--- src/rtl/fight_round_ctrl_if.sv ---
// fight_round_ctrl_if
//   Bundles the fight round controller's request/grant/status signals.
//   master : player/game side that drives action requests and health.
//   slave  : fight_round_ctrl, which drives grants, latched actions,
//            reload strobe, win counters, match flags, phase and prio.
interface fight_round_ctrl_if;
  logic       actionEnable;
  logic [2:0] action1;
  logic [2:0] action2;
  logic [1:0] health1;
  logic [1:0] health2;
  logic       grant1;
  logic       grant2;
  logic [2:0] act1_q;
  logic [2:0] act2_q;
  logic       hp_reload;
  logic [1:0] wins1;
  logic [1:0] wins2;
  logic       firstWin;
  logic       secondWin;
  logic [2:0] phase;
  logic       prio;

  modport master (
    output actionEnable, action1, action2, health1, health2,
    input  grant1, grant2, act1_q, act2_q, hp_reload,
           wins1, wins2, firstWin, secondWin, phase, prio
  );

  modport slave (
    input  actionEnable, action1, action2, health1, health2,
    output grant1, grant2, act1_q, act2_q, hp_reload,
           wins1, wins2, firstWin, secondWin, phase, prio
  );
endinterface

--- src/rtl/fight_round_ctrl.sv ---
// fight_round_ctrl
//   Sequences one action exchange per actionEnable rising edge: grants the
//   two players in prio order, checks health, credits round wins and
//   declares the match winner once a player reaches WINS_TO_MATCH.
// Ports
//   clk       : system clock, rising edge
//   resetGame : asynchronous active-low reset
//   bus       : fight_round_ctrl_if.slave (requests/health in; grants,
//               latched actions, hp_reload, wins, match flags, phase, prio out)
//
// state     | meaning
// IDLE      | waiting for an actionEnable rising edge
// GRANT_A   | grant player selected by prio (if its action is non-zero)
// GRANT_B   | grant the other player, toggle prio on exit
// CHECK     | health has settled; decide continue / round end / draw
// ROUND_END | credit the surviving player's win
// RELOAD    | one-cycle hp_reload, prio back to player 1
// MATCH_END | winner flagged, frozen until reset
module fight_round_ctrl #(
  parameter int unsigned WINS_TO_MATCH = 2
) (
  input  logic             clk,
  input  logic             resetGame,
  fight_round_ctrl_if.slave bus
);

  typedef enum logic [2:0] {
    IDLE      = 3'd0,
    GRANT_A   = 3'd1,
    GRANT_B   = 3'd2,
    CHECK     = 3'd3,
    ROUND_END = 3'd4,
    RELOAD    = 3'd5,
    MATCH_END = 3'd6
  } state_t;

  localparam logic [1:0] WINS_L = 2'(WINS_TO_MATCH);

  state_t     state_q, state_d;
  logic       prio_q, prio_d;
  logic [2:0] act1_q, act1_d;
  logic [2:0] act2_q, act2_d;
  logic [1:0] wins1_q, wins1_d;
  logic [1:0] wins2_q, wins2_d;
  logic       first_win_q, first_win_d;
  logic       second_win_q, second_win_d;
  logic       p1_won_q, p1_won_d;
  logic       ae_prev_q;
  logic       boot_pend_q;
  logic       boot_pulse_q;

  logic       ae_rise;
  logic       grant1, grant2, reload;
  logic [1:0] wins_new;

  // ae_prev_q resets high so an actionEnable already high at release is
  // not mistaken for a fresh edge.
  assign ae_rise = bus.actionEnable & ~ae_prev_q;

  function automatic logic [1:0] sat_inc(input logic [1:0] w);
    if (w >= WINS_L) return WINS_L;
    return w + 2'd1;
  endfunction

  always_comb begin
    state_d      = state_q;
    prio_d       = prio_q;
    act1_d       = act1_q;
    act2_d       = act2_q;
    wins1_d      = wins1_q;
    wins2_d      = wins2_q;
    first_win_d  = first_win_q;
    second_win_d = second_win_q;
    p1_won_d     = p1_won_q;
    grant1       = 1'b0;
    grant2       = 1'b0;
    reload       = 1'b0;
    wins_new     = 2'd0;

    case (state_q)
      IDLE: begin
        if (ae_rise) begin
          act1_d  = bus.action1;
          act2_d  = bus.action2;
          state_d = GRANT_A;
        end
      end
      GRANT_A: begin
        if (!prio_q) grant1 = (act1_q != 3'b000);
        else         grant2 = (act2_q != 3'b000);
        state_d = GRANT_B;
      end
      GRANT_B: begin
        if (!prio_q) grant2 = (act2_q != 3'b000);
        else         grant1 = (act1_q != 3'b000);
        prio_d  = ~prio_q;
        state_d = CHECK;
      end
      CHECK: begin
        if ((bus.health1 == 2'b00) && (bus.health2 == 2'b00)) begin
          state_d = RELOAD;
        end else if ((bus.health1 == 2'b00) || (bus.health2 == 2'b00)) begin
          // survivor is captured here; health may already be reloading later
          p1_won_d = (bus.health2 == 2'b00);
          state_d  = ROUND_END;
        end else begin
          state_d = IDLE;
        end
      end
      ROUND_END: begin
        if (p1_won_q) begin
          wins_new = sat_inc(wins1_q);
          wins1_d  = wins_new;
        end else begin
          wins_new = sat_inc(wins2_q);
          wins2_d  = wins_new;
        end
        if (wins_new == WINS_L) begin
          first_win_d  = p1_won_q;
          second_win_d = ~p1_won_q;
          state_d      = MATCH_END;
        end else begin
          state_d = RELOAD;
        end
      end
      RELOAD: begin
        reload  = 1'b1;
        prio_d  = 1'b0;
        state_d = IDLE;
      end
      MATCH_END: begin
        state_d = MATCH_END;
      end
      default: begin
        state_d = IDLE;
      end
    endcase
  end

  always_ff @(posedge clk or negedge resetGame) begin
    if (!resetGame) begin
      state_q      <= IDLE;
      prio_q       <= 1'b0;
      act1_q       <= 3'b000;
      act2_q       <= 3'b000;
      wins1_q      <= 2'd0;
      wins2_q      <= 2'd0;
      first_win_q  <= 1'b0;
      second_win_q <= 1'b0;
      p1_won_q     <= 1'b0;
      ae_prev_q    <= 1'b1;
      boot_pend_q  <= 1'b1;
      boot_pulse_q <= 1'b0;
    end else begin
      state_q      <= state_d;
      prio_q       <= prio_d;
      act1_q       <= act1_d;
      act2_q       <= act2_d;
      wins1_q      <= wins1_d;
      wins2_q      <= wins2_d;
      first_win_q  <= first_win_d;
      second_win_q <= second_win_d;
      p1_won_q     <= p1_won_d;
      ae_prev_q    <= bus.actionEnable;
      boot_pend_q  <= 1'b0;
      boot_pulse_q <= boot_pend_q;
    end
  end

  // Grants and reload decode straight from state so an async reset kills
  // them in the same instant.
  assign bus.grant1    = grant1;
  assign bus.grant2    = grant2;
  assign bus.hp_reload = reload | boot_pulse_q;
  assign bus.act1_q    = act1_q;
  assign bus.act2_q    = act2_q;
  assign bus.wins1     = wins1_q;
  assign bus.wins2     = wins2_q;
  assign bus.firstWin  = first_win_q;
  assign bus.secondWin = second_win_q;
  assign bus.phase     = state_q;
  assign bus.prio      = prio_q;

endmodule

--- src/flat_wrapper.sv ---
// flat-port wrapper written by rule: the top's interface ports become plain ports
module fight_round_ctrl_flat 
#(
  parameter int unsigned WINS_TO_MATCH = 2
)
  (clk, resetGame, bus_actionEnable, bus_action1, bus_action2, bus_health1, bus_health2, bus_grant1, bus_grant2, bus_act1_q, bus_act2_q, bus_hp_reload, bus_wins1, bus_wins2, bus_firstWin, bus_secondWin, bus_phase, bus_prio);
  fight_round_ctrl_if bus_i ();
  input  logic clk;
  input  logic resetGame;
  input wire logic [$bits(bus_i.actionEnable)-1:0] bus_actionEnable;
  input wire logic [$bits(bus_i.action1)-1:0] bus_action1;
  input wire logic [$bits(bus_i.action2)-1:0] bus_action2;
  input wire logic [$bits(bus_i.health1)-1:0] bus_health1;
  input wire logic [$bits(bus_i.health2)-1:0] bus_health2;
  output wire logic [$bits(bus_i.grant1)-1:0] bus_grant1;
  output wire logic [$bits(bus_i.grant2)-1:0] bus_grant2;
  output wire logic [$bits(bus_i.act1_q)-1:0] bus_act1_q;
  output wire logic [$bits(bus_i.act2_q)-1:0] bus_act2_q;
  output wire logic [$bits(bus_i.hp_reload)-1:0] bus_hp_reload;
  output wire logic [$bits(bus_i.wins1)-1:0] bus_wins1;
  output wire logic [$bits(bus_i.wins2)-1:0] bus_wins2;
  output wire logic [$bits(bus_i.firstWin)-1:0] bus_firstWin;
  output wire logic [$bits(bus_i.secondWin)-1:0] bus_secondWin;
  output wire logic [$bits(bus_i.phase)-1:0] bus_phase;
  output wire logic [$bits(bus_i.prio)-1:0] bus_prio;
  assign bus_i.actionEnable = bus_actionEnable;
  assign bus_i.action1 = bus_action1;
  assign bus_i.action2 = bus_action2;
  assign bus_i.health1 = bus_health1;
  assign bus_i.health2 = bus_health2;
  assign bus_grant1 = bus_i.grant1;
  assign bus_grant2 = bus_i.grant2;
  assign bus_act1_q = bus_i.act1_q;
  assign bus_act2_q = bus_i.act2_q;
  assign bus_hp_reload = bus_i.hp_reload;
  assign bus_wins1 = bus_i.wins1;
  assign bus_wins2 = bus_i.wins2;
  assign bus_firstWin = bus_i.firstWin;
  assign bus_secondWin = bus_i.secondWin;
  assign bus_phase = bus_i.phase;
  assign bus_prio = bus_i.prio;
  fight_round_ctrl #(.WINS_TO_MATCH(WINS_TO_MATCH)) u_core (.clk(clk), .resetGame(resetGame), .bus(bus_i));
endmodule
--- config.mk ---
export PLATFORM = sky130hd
export DESIGN_NAME = fight_round_ctrl_flat
export DESIGN_NICKNAME = d
export VERILOG_FILES = /design/src/rtl/fight_round_ctrl_if.sv /design/src/rtl/fight_round_ctrl.sv /design/src/flat_wrapper.sv
export SDC_FILE = /design/constraint.sdc
export NUM_CORES = 1
export LEC_CHECK = 0
export ABC_AREA = 1
export BUFFER_PORTS_ARGS = -buffer_cell sky130_fd_sc_hd__buf_2
export CORE_AREA = 8 8 69 59
export CTS_CLUSTER_SIZE = 40
export DETAILED_ROUTE_END_ITERATION = 10
export DIE_AREA = 0 0 77 67
export SYNTH_ARGS = -nofsm -noshare
export SYNTH_HDL_FRONTEND = slang
export SYNTH_SLANG_ARGS = --single-unit
--- constraint.sdc ---
create_clock -name clk -period 1.7 [get_ports clk]
set_clock_uncertainty 0.15 [all_clocks]
set_input_delay 0.255 -clock clk [delete_from_list [all_inputs] [get_ports clk]]
set_output_delay 0.255 -clock clk [all_outputs]
set_load 0.05 [all_outputs]
* Word level (Yosys, flattened, before mapping)
Cells that the tools add are included.
Storage, ports and cells: register bits after elaboration 20, input bits 13
Cells by class: add/subtract/negate cells 2, order comparisons 2, equality and inequality tests 8, muxes and demuxes 25, bitwise gates (word level) 6, reductions and logical operators 13
Operator list (count):
- 3-bit case mux with 6 select lines | 1
- 2-bit two-way mux | 7
- 1-bit two-way mux | 11
- 3-bit equality test (second input constant) | 3
- 3-bit two-way mux | 3
- 2-bit AND reduction | 4
- 3-bit by 2-bit equality test with 1-bit output (second input constant) | 2
- 1-bit case mux with 2 select lines | 3
- 3-bit nonzero test | 2
- 2-bit by 1-bit adder with 2-bit output (second input constant) | 2
- 2-bit greater-or-equal comparator (second input constant) | 2
- 2-bit logical NOT | 2
- 1-bit NOT | 4
- 3-bit by 1-bit equality test with 1-bit output (second input constant) | 1
- 3-bit logical NOT | 1
- 3-bit AND reduction | 1
- 2-bit equality test (second input constant) | 1
- 2-bit by 1-bit != test with 1-bit output (second input constant) | 1
- 2-bit nonzero test | 1
- 1-bit AND | 1
- 1-bit logical AND | 1
- 1-bit logical OR | 1
- 1-bit OR | 1

* Logic depth before layout (Yosys ltp)
Gate-level depths: netlist of run 1.
depth after elaboration 10, depth in mapped cells 6, mapped depth without buffers 6

* Worst setup path after synthesis of run 1
OpenSTA, ideal clock, no wires.
kind flip-flop to output port, from reg u_core.state_q[2], in the netlist u_core.bus.phase[2], to out bus_grant2, arrival time 1.749 ns, setup slack -0.454 ns, cell stages (with the launch flop) 4, cell sequence dfrtp_1 inv_1 nand4_1 a21oi_1
Between the ends: word-level cells in the longest chain between the ends 2, elaborated cells on any way between the ends 3
Ends and longest elaborated chain:
- from (decl) | line fight_round_ctrl.sv:39 | state_t state_q, state_d;
- from (signal assigned) | line fight_round_ctrl.sv:155 | state_q <= state_d;
- 3-bit by 2-bit equality test with 1-bit output or 3-bit by 1-bit equality test with 1-bit output (tied branches) | line fight_round_ctrl.sv:80 | case (state_q)
- 1-bit case mux with 2 select lines (*) | line fight_round_ctrl.sv:80
- to (decl) | line flat_wrapper.sv:16 | output wire logic [$bits(bus_i.grant2)-1:0] bus_grant2;
Mark *: on every way between the ends. The rest lies on a longest branch, timed or not.

* Worst setup path after layout of run 1
from reg u_core.state_q[0], in the netlist u_core.bus.phase[0], to out bus_grant2
The elaborated chain is that of the path after synthesis.

==> reports/results.ini, run 1 <==
[synth]
synthSimpleGateAreaFrac=0.247
syn_area_per_cell_um2=9.07
synth_fa_ha_area_frac=0
synthCells=100
ys_types=21
synth_xor_area_frac=0
ys_seq_area_frac=0.554
synth-compound-area-share=0.120
synth_mux_area_frac=0
syn_nets=113
synth_top_family_by_area=simple AND/OR/NAND/NOR gates
yosys_warnings=0
syn_area_um2=907
ys_seq_elements=20

[detailed_routing]
drc=0
wl_um=2320
firstDrtPassIters=4
drt_iter0_drc=51
dr_total_vias=827
avgRoutedWirePerCell_um=12.4
viasPerCell=4.42
ant_nets=0

[timing]
slew_viol_final=0
period_minus_slack_ns=1.71
fin_tns_setup_ns=-0.00584
grt_setup_unrepaired=true
setup_violations=1
finalHoldViolations=0
finalCritPeriodShare=1.00
fmax_ghz=0.586
setup_slack_ns=-0.00584

[critical_path]
arrival_ns=1.30
worstSetupEndpointType=output pin
required_ns=1.29
cp_max_fo=3
criticalPathCategory=reg2out
rr_startpoint=u_core.bus.phase[1]
critPathLaunchType=flip-flop
crit_path_start=u_core.bus.phase[0]

[run_status]
outcome=complete, but fails checks
violations=setup timing

[layout]
diodes=0
syn_to_final_growth_pct=44.8
drive_gt1_frac=0.469
final_core_util=0.442
nNetsFinal=161

[hold_path]
hold_path.class=in2reg
hold_start=bus_action1[2]

[global_route]
grt_pass1_vias=868
grt_start_max_net_pins=21
antenna_found_initial=0
track_usage=0.0937
overflow=0
grt_pass1_wl_um=3840

[placed_design]
dpl.hpwl_um=1740
gp_congestion=0.750
io_buffer_count=31

[floorplan]
ios=32
coreArea_um2=2970
rows=18
initial_core_util=0.305
die_h_um=67
die_x_um=77
dieArea_um2=5160

[clock_tree]
cts_tree=built
numCtsBuffers=3
clk_latency_ns=0.25
clk_path_buf_depth=2
htree_levels=1
clk_pin_slew_worst_paths_ns=0.07
cts_root_buf=clkbuf_8
cts.sinks=20

[run]
maxCapViolations=0

## layout make-up
type	instances	area [um2]
clock buffer	4	45.0
fill	299	1660
inverter	15	63.8
multi-input combinational	64	368
sequential	20	507
tap	40	50.0
timing repair buffer	44	280
## cells by family after synthesis
kind of cell,Yosys count
DFF,20
other,1
buffers and inverters,16
AOI/OAI and AO/OA,16
and+or+nand+nor,47
## metrics by stage
step                setup slack (ns)  cells  instance area (um2)  hold slack [ns]
global route                 -0.0509    187                 1310            0.106
global placement               0.162    174                 1150           0.0756
detailed placement             0.126    174                 1150           0.0731
finish                      -0.00584    187                 1310           0.0986
floorplan                    -0.0132    100                  928           -0.191
CTS                          0.00583    185                 1290           0.0962
## placed cells by master, fill, tap and decap left out, types with 2 or more instances in the layout
cell type	count
dfrtp_2	3
buf_6	2
nand3_1	4
nand2_1	19
dfstp_2	2
inv_4	3
nor3_1	2
dfrtp_1	15
inv_1	12
o21ai_0	4
o21ai_2	6
dlygate4sd3_1	2
clkbuf_8	3
o21a_1	2
buf_2	28
or2_4	2
buf_4	11
nand4_1	2
a21oi_1	2
nor2_1	10
## registers in the layout (all words and copies together), names as in the netlist
name and cells:
u_core.bus.act1_q 3, u_core.bus.act2_q 3, u_core.bus.phase 3, u_core.bus.wins1 2
u_core.bus.wins2 2, u_core.ae_prev_q 1, u_core.boot_pend_q 1, u_core.boot_pulse_q 1
u_core.bus.firstWin 1, u_core.bus.prio 1, u_core.bus.secondWin 1, u_core.p1_won_q 1
## critical path, stage by stage (launching register included)
cell and delay, ns:
dfrtp_2 0.41, buf_4 0.14, nand4_1 0.15, a21oi_4 0.18, buf_6 0.17
## Yosys cell counts (all sizes together)
cell type / number / area share
a21oi: 3 / 0.017
nor3: 3 / 0.017
nand3b: 1 / 0.0083
dfrtp: 18 / 0.50
buf: 1 / 0.012
dfstp: 2 / 0.058
nand2: 20 / 0.083
conb: 1 / 0.0041
nand3: 6 / 0.047
o22ai: 1 / 0.0069
inv: 15 / 0.062
nand4: 2 / 0.014
o21ai: 10 / 0.080
o21a: 2 / 0.017
nor2: 12 / 0.052
or2: 3 / 0.026
## path summary, 6_finish.rpt
path / to / slack (ns) / cells past startpoint
max: bus_grant2 / -0.006 / 4
min: u_core.bus.act1_q[2] / 0.1 / 3
max reg2reg: u_core.bus.wins1[0] / 0.21 / 6
min reg2reg: u_core.boot_pulse_q / 0.24 / 0
max in group asynchronous: u_core.boot_pend_q / 0.71 / 2
min in group asynchronous: u_core.bus.wins1[1] / 0.35 / 2
## repair_timing
action | 4_1_cts | 5_1_grt
hold buffers | 2 | 0
hold endpoints to repair | 19 | 0
buffers inserted | 5 | 2
gates cloned | 0 | 0
gates resized for setup | 12 | 3
pin swaps | 3 | 3
setup endpoints to repair | 3 | 3
## routing by layer
layer / global-route usage / vias up / part of all wire / wire (um)
met2: 0.172 / 18 / 0.54 / 1250
met1: 0.0926 / 392 / 0.39 / 910
met5: 0 / - / 0 / 0
li1: - / 413 / - / -
met4: 0.0634 / 0 / 0.023 / 54
met3: 0.0255 / 4 / 0.046 / 106
Power of run 1 is left out: the tool's default activity adds up to more than one toggle a clock period on the data nets, which glitch-free logic cannot reach.
==> inputs of run 2 (changes only) <==
Settings changed: CORE_AREA 8 8 69 59 to 8 8 59 51, DIE_AREA 0 0 77 67 to 0 0 67 59, PLACE_DENSITY set to 0.73.
Clock period 1.7 ns to 1.8 ns, I/O delays scaled along.
==> reports/results.ini, run 2 (same netlist as run 1, synthesis figures left out) <==
[timing]
slew_viol_final=0  ; unchanged
setup_violations=0  ; was 1
grt_setup_unrepaired=true  ; unchanged
period_minus_slack_ns=1.79
finalCritPeriodShare=0.994
finalHoldViolations=0  ; unchanged
setup_slack_ns=0.0103  ; was -0.00584 ns
fmax_ghz=0.559

[global_route]
antenna_found_initial=0  ; unchanged
grt_start_max_net_pins=21  ; unchanged
overflow=0  ; unchanged
track_usage=0.119  ; was 0.0937
grt_pass1_wl_um=3590  ; was 3840 um
grt_pass1_vias=787  ; was 868

[floorplan]
dieArea_um2=3950  ; was 5160 um2
coreArea_um2=2060  ; was 2970 um2
ios=32  ; unchanged
rows=15  ; was 18
initial_core_util=0.439  ; was 0.305
die_h_um=59  ; was 67 um
die_x_um=67  ; was 77 um

[clock_tree]
clk_path_buf_depth=2  ; unchanged
clk_latency_ns=0.31  ; was 0.25 ns
cts_tree=built  ; unchanged
clk_pin_slew_worst_paths_ns=0.12  ; was 0.07 ns
numCtsBuffers=3  ; unchanged
htree_levels=1  ; unchanged
cts.sinks=20  ; unchanged
cts_root_buf=clkbuf_4  ; was clkbuf_8

[placed_design]
dpl.hpwl_um=1620  ; was 1740 um
io_buffer_count=31  ; unchanged
gp_congestion=0.757  ; was 0.750
post-place-ws_ns=0.173  ; was 0.126 ns

[layout]
syn_to_final_growth_pct=41.2  ; was 44.8%
diodes=0  ; unchanged
mostFrequentLayoutCell=buf_2  ; unchanged
most-common-layout-cells=buf_2 (28), nand2_1 (20), dfrtp_1 (16)  ; was buf_2 (28), nand2_1 (19), dfrtp_1 (15)
final_core_util=0.621  ; was 0.442
drive_gt1_frac=0.452  ; was 0.469
nNetsFinal=160  ; was 161

[detailed_routing]
drc=0  ; unchanged
drt_iter0_drc=13  ; was 51
dr_total_vias=811  ; was 827
viasPerCell=4.74  ; was 4.42
avgRoutedWirePerCell_um=13.0  ; was 12.4 um
firstDrtPassIters=4  ; unchanged
ant_nets=0  ; unchanged
wl_um=2230  ; was 2320 um

[critical_path]
cp_max_fo=4  ; was 3
criticalPathCategory=reg2out  ; unchanged
arrival_ns=1.37  ; was 1.30 ns
required_ns=1.38  ; was 1.29 ns
critPathLaunchType=flip-flop  ; unchanged
reg2reg_slack_ns=0.28  ; was 0.21 ns
worstSetupEndpointType=output pin  ; unchanged

[run_status]
outcome=finished clean  ; was complete, but fails checks

[hold_path]
hold_path.class=in2reg  ; unchanged

[run]
maxCapViolations=0  ; unchanged

-- run 2: worst paths after layout --
check                      cells past startpoint                start              endpoint
min reg2reg                                    0   u_core.boot_pend_q   u_core.boot_pulse_q
max reg2reg                                    7  u_core.bus.phase[0]  u_core.bus.act2_q[0]
max                                            6  u_core.bus.phase[1]            bus_grant1
min                                            3       bus_action2[2]  u_core.bus.act2_q[2]
max in group asynchronous                      2            resetGame      u_core.ae_prev_q
min in group asynchronous                      2            resetGame   u_core.bus.wins1[0]
-- run 2: repair_timing --
action | in CTS | in global routing
buffers inserted | 5 | 3
gates cloned | 0 | 0
setup endpoints to repair | 3 | 3
gates resized for setup | 7 | 4
hold buffers | 2 | 0
pin swaps | 0 | 2
hold endpoints to repair | 19 | 0
-- run 2: per-layer routing --
metal / up-vias / global-route usage / wire length (um)
li1: 409 / - / -
met1: 379 / 0.136 / 915
met2: 18 / 0.195 / 1160
met3: 5 / 0.0491 / 118
met4: 0 / 0.0446 / 36
met5: - / 0 / 0
-- run 2: final cells by class --
type                            instances  area, um2
Clock buffer                            3       22.5
Clock inverter                          1       30.0
Fill cell                             186        783
Inverter                               15       58.8
Multi-Input combinational cell         64        360
Sequential cell                        20        505
Tap cell                               25       31.3
Timing Repair Buffer                   43        273
-- run 2: through the flow --
stage               hold WS [ns]  area [um2]  TNS (ns)  cells
CTS                       0.0241        1250         0    168
finish                    0.0312        1280         0    171
floorplan                 -0.176         927         0    100
global placement          0.0840        1120         0    157
detailed placement        0.0966        1120         0    157
global route              0.0123        1280    -0.187    171
-- run 2: worst max-delay path, cell delays in order, from the launching register on --
cell,delay (ns)
dfrtp_2,0.46
buf_6,0.13
nand3_1,0.07
nand2_1,0.08
nand2_1,0.13
nor2_4,0.04
buf_6,0.16
Power of run 2 is left out for the same reason.
==> inputs of run 3 (changes only) <==
Settings changed: REMOVE_ABC_BUFFERS set to 1.
==> reports/results.ini, run 3 (same netlist as run 1, synthesis figures left out) <==
[detailed_routing]
dr_total_vias=803  ; was 811
drc=0  ; unchanged
viasPerCell=4.70  ; was 4.74
avgRoutedWirePerCell_um=12.8  ; was 13.0 um
wl_um=2190  ; was 2230 um
ant_nets=0  ; unchanged
firstDrtPassIters=4  ; unchanged
drt_iter0_drc=22  ; was 13

[timing]
finalCritPeriodShare=1.00  ; was 0.994
hold_slack_ns=0.0471  ; was 0.0312 ns
finalHoldViolations=0  ; unchanged
grt_setup_unrepaired=true  ; unchanged
setup_violations=1  ; was 0
setup_slack_ns=-0.00590  ; was 0.0103 ns
slew_viol_final=0  ; unchanged
fmax_ghz=0.554  ; was 0.559 GHz
fin_tns_setup_ns=-0.00590  ; was 0 ns
period_minus_slack_ns=1.81  ; was 1.79 ns

[clock_tree]
htree_levels=1  ; unchanged
clk_path_buf_depth=2  ; unchanged
cts_root_buf=clkbuf_4  ; unchanged
cts_tree=built  ; unchanged
numCtsBuffers=3  ; unchanged
cts.sinks=20  ; unchanged
clk_latency_ns=0.30  ; was 0.31 ns
clk_pin_slew_worst_paths_ns=0.11  ; was 0.12 ns

[floorplan]
dieArea_um2=3950  ; unchanged
rows=15  ; unchanged
coreArea_um2=2060  ; unchanged
die_x_um=67  ; unchanged
die_h_um=59  ; unchanged
initial_core_util=0.439  ; unchanged
ios=32  ; unchanged

[layout]
syn_to_final_growth_pct=40.6  ; was 41.2%
final_core_util=0.618  ; was 0.621
drive_gt1_frac=0.473  ; was 0.452
mostFrequentLayoutCell=buf_2  ; unchanged
diodes=0  ; unchanged
most-common-layout-cells=buf_2 (28), nand2_1 (18), dfrtp_1 (16)  ; was buf_2 (28), nand2_1 (20), dfrtp_1 (16)
nNetsFinal=160  ; unchanged
fillers=184  ; was 186

[run]
maxCapViolations=0  ; unchanged

[placed_design]
io_buffer_count=31  ; unchanged
dpl.hpwl_um=1540  ; was 1620 um
gp_congestion=0.861  ; was 0.757

[run_status]
outcome=complete, but fails checks  ; was finished clean
violations=setup timing

[global_route]
grt_pass1_vias=755  ; was 787
track_usage=0.113  ; was 0.119
grt_start_max_net_pins=21  ; unchanged
antenna_found_initial=0  ; unchanged
overflow=0  ; unchanged
grt_pass1_wl_um=3460  ; was 3590 um

[critical_path]
critPathLaunchType=flip-flop  ; unchanged
reg2regPathDepth=6  ; was 7
rr_startpoint=u_core.bus.phase[0]  ; unchanged
reg2reg_slack_ns=0.38  ; was 0.28 ns
r2r-end=u_core.bus.act2_q[1]  ; was u_core.bus.act2_q[0]
crit_slowest_cell=dfrtp_1  ; was dfrtp_2
criticalPathCategory=reg2out  ; unchanged
arrival_ns=1.39  ; was 1.37 ns
worstPathCellList=buf_4 -> nor3_2 -> or2_2 -> buf_8  ; was buf_6 -> nand3_1 -> nand2_1 -> nand2_1 -> nor2_4 -> buf_6
critPathMaxStageDelay_ns=0.44  ; was 0.46 ns
required_ns=1.38  ; about the same
cp_max_fo=4  ; unchanged
worstSetupEndpointType=output pin  ; unchanged

[hold_path]
hold_start=bus_action1[1]  ; was bus_action2[2]
min_delay_path_depth=3  ; unchanged
hold_path.class=in2reg  ; unchanged
holdPathEnd=u_core.bus.act1_q[1]  ; was u_core.bus.act2_q[2]

==> run 3: cell types whose count changed in the layout (fill, tap and decap cells not counted), sizes merged <==
cell,delta
bufinv,-1
clkbuf,+1
==> run 3: final cells by class <==
cell class | instances | area, um2 | share of cell area
Clock buffer | 4 | 36.3 | 0.0285
Inverter | 15 | 61.3 | 0.0481
Multi-Input combinational cell | 64 | 364 | 0.286
Sequential cell | 20 | 505 | 0.396
Tap cell | 25 | 31.3 | 0.0245
Timing Repair Buffer | 43 | 277 | 0.217
==> run 3: worst max-delay path: cells and delay by family (launching register included) <==
| family | cells | cell delay [ns] |
|---|---|---|
| DFF | 1 | 0.44 |
| and+or+nand+nor | 2 | 0.34 |
| buffers and inverters | 2 | 0.31 |
==> run 3: metrics by stage <==
| stage | area [um2] | instances | setup slack [ns] |
|---|---|---|---|
| global placement | 1090 | 156 | 0.221 |
| finish | 1270 | 171 | -0.00590 |
| CTS | 1200 | 167 | 0.0138 |
| detailed placement | 1090 | 156 | 0.182 |
| global route | 1270 | 171 | -0.0590 |
| floorplan | 896 | 99 | -0.369 |
==> run 3: layer usage <==
layer  vias up  part of all wire  track usage
li1        409                 -            -
met1       362              0.41        0.133
met2        28              0.47        0.177
met3         4             0.093       0.0491
met4         0             0.021       0.0387
met5         -                 0            0
==> run 3: worst max path at each step <==
stage                          to  cells past startpoint                start  slack, ns
finish              bus_hp_reload                      4  u_core.bus.phase[1]     -0.006
floorplan              bus_grant2                      3  u_core.bus.phase[2]      -0.37
detailed placement     bus_grant1                      6  u_core.bus.phase[2]       0.18
CTS                    bus_grant1                      6  u_core.bus.phase[1]       0.01
global route           bus_grant2                      4  u_core.bus.phase[1]      -0.06
global placement    bus_hp_reload                      4  u_core.bus.phase[0]       0.22
==> run 3: timing repair <==
item	in CTS	in global routing
buffers inserted	5	4
hold buffers	2	0
setup endpoints to repair	3	3
gates resized for setup	8	12
endpoints found under the hold margin	19	0
pin swaps	0	2
Power of run 3 is left out for the same reason.
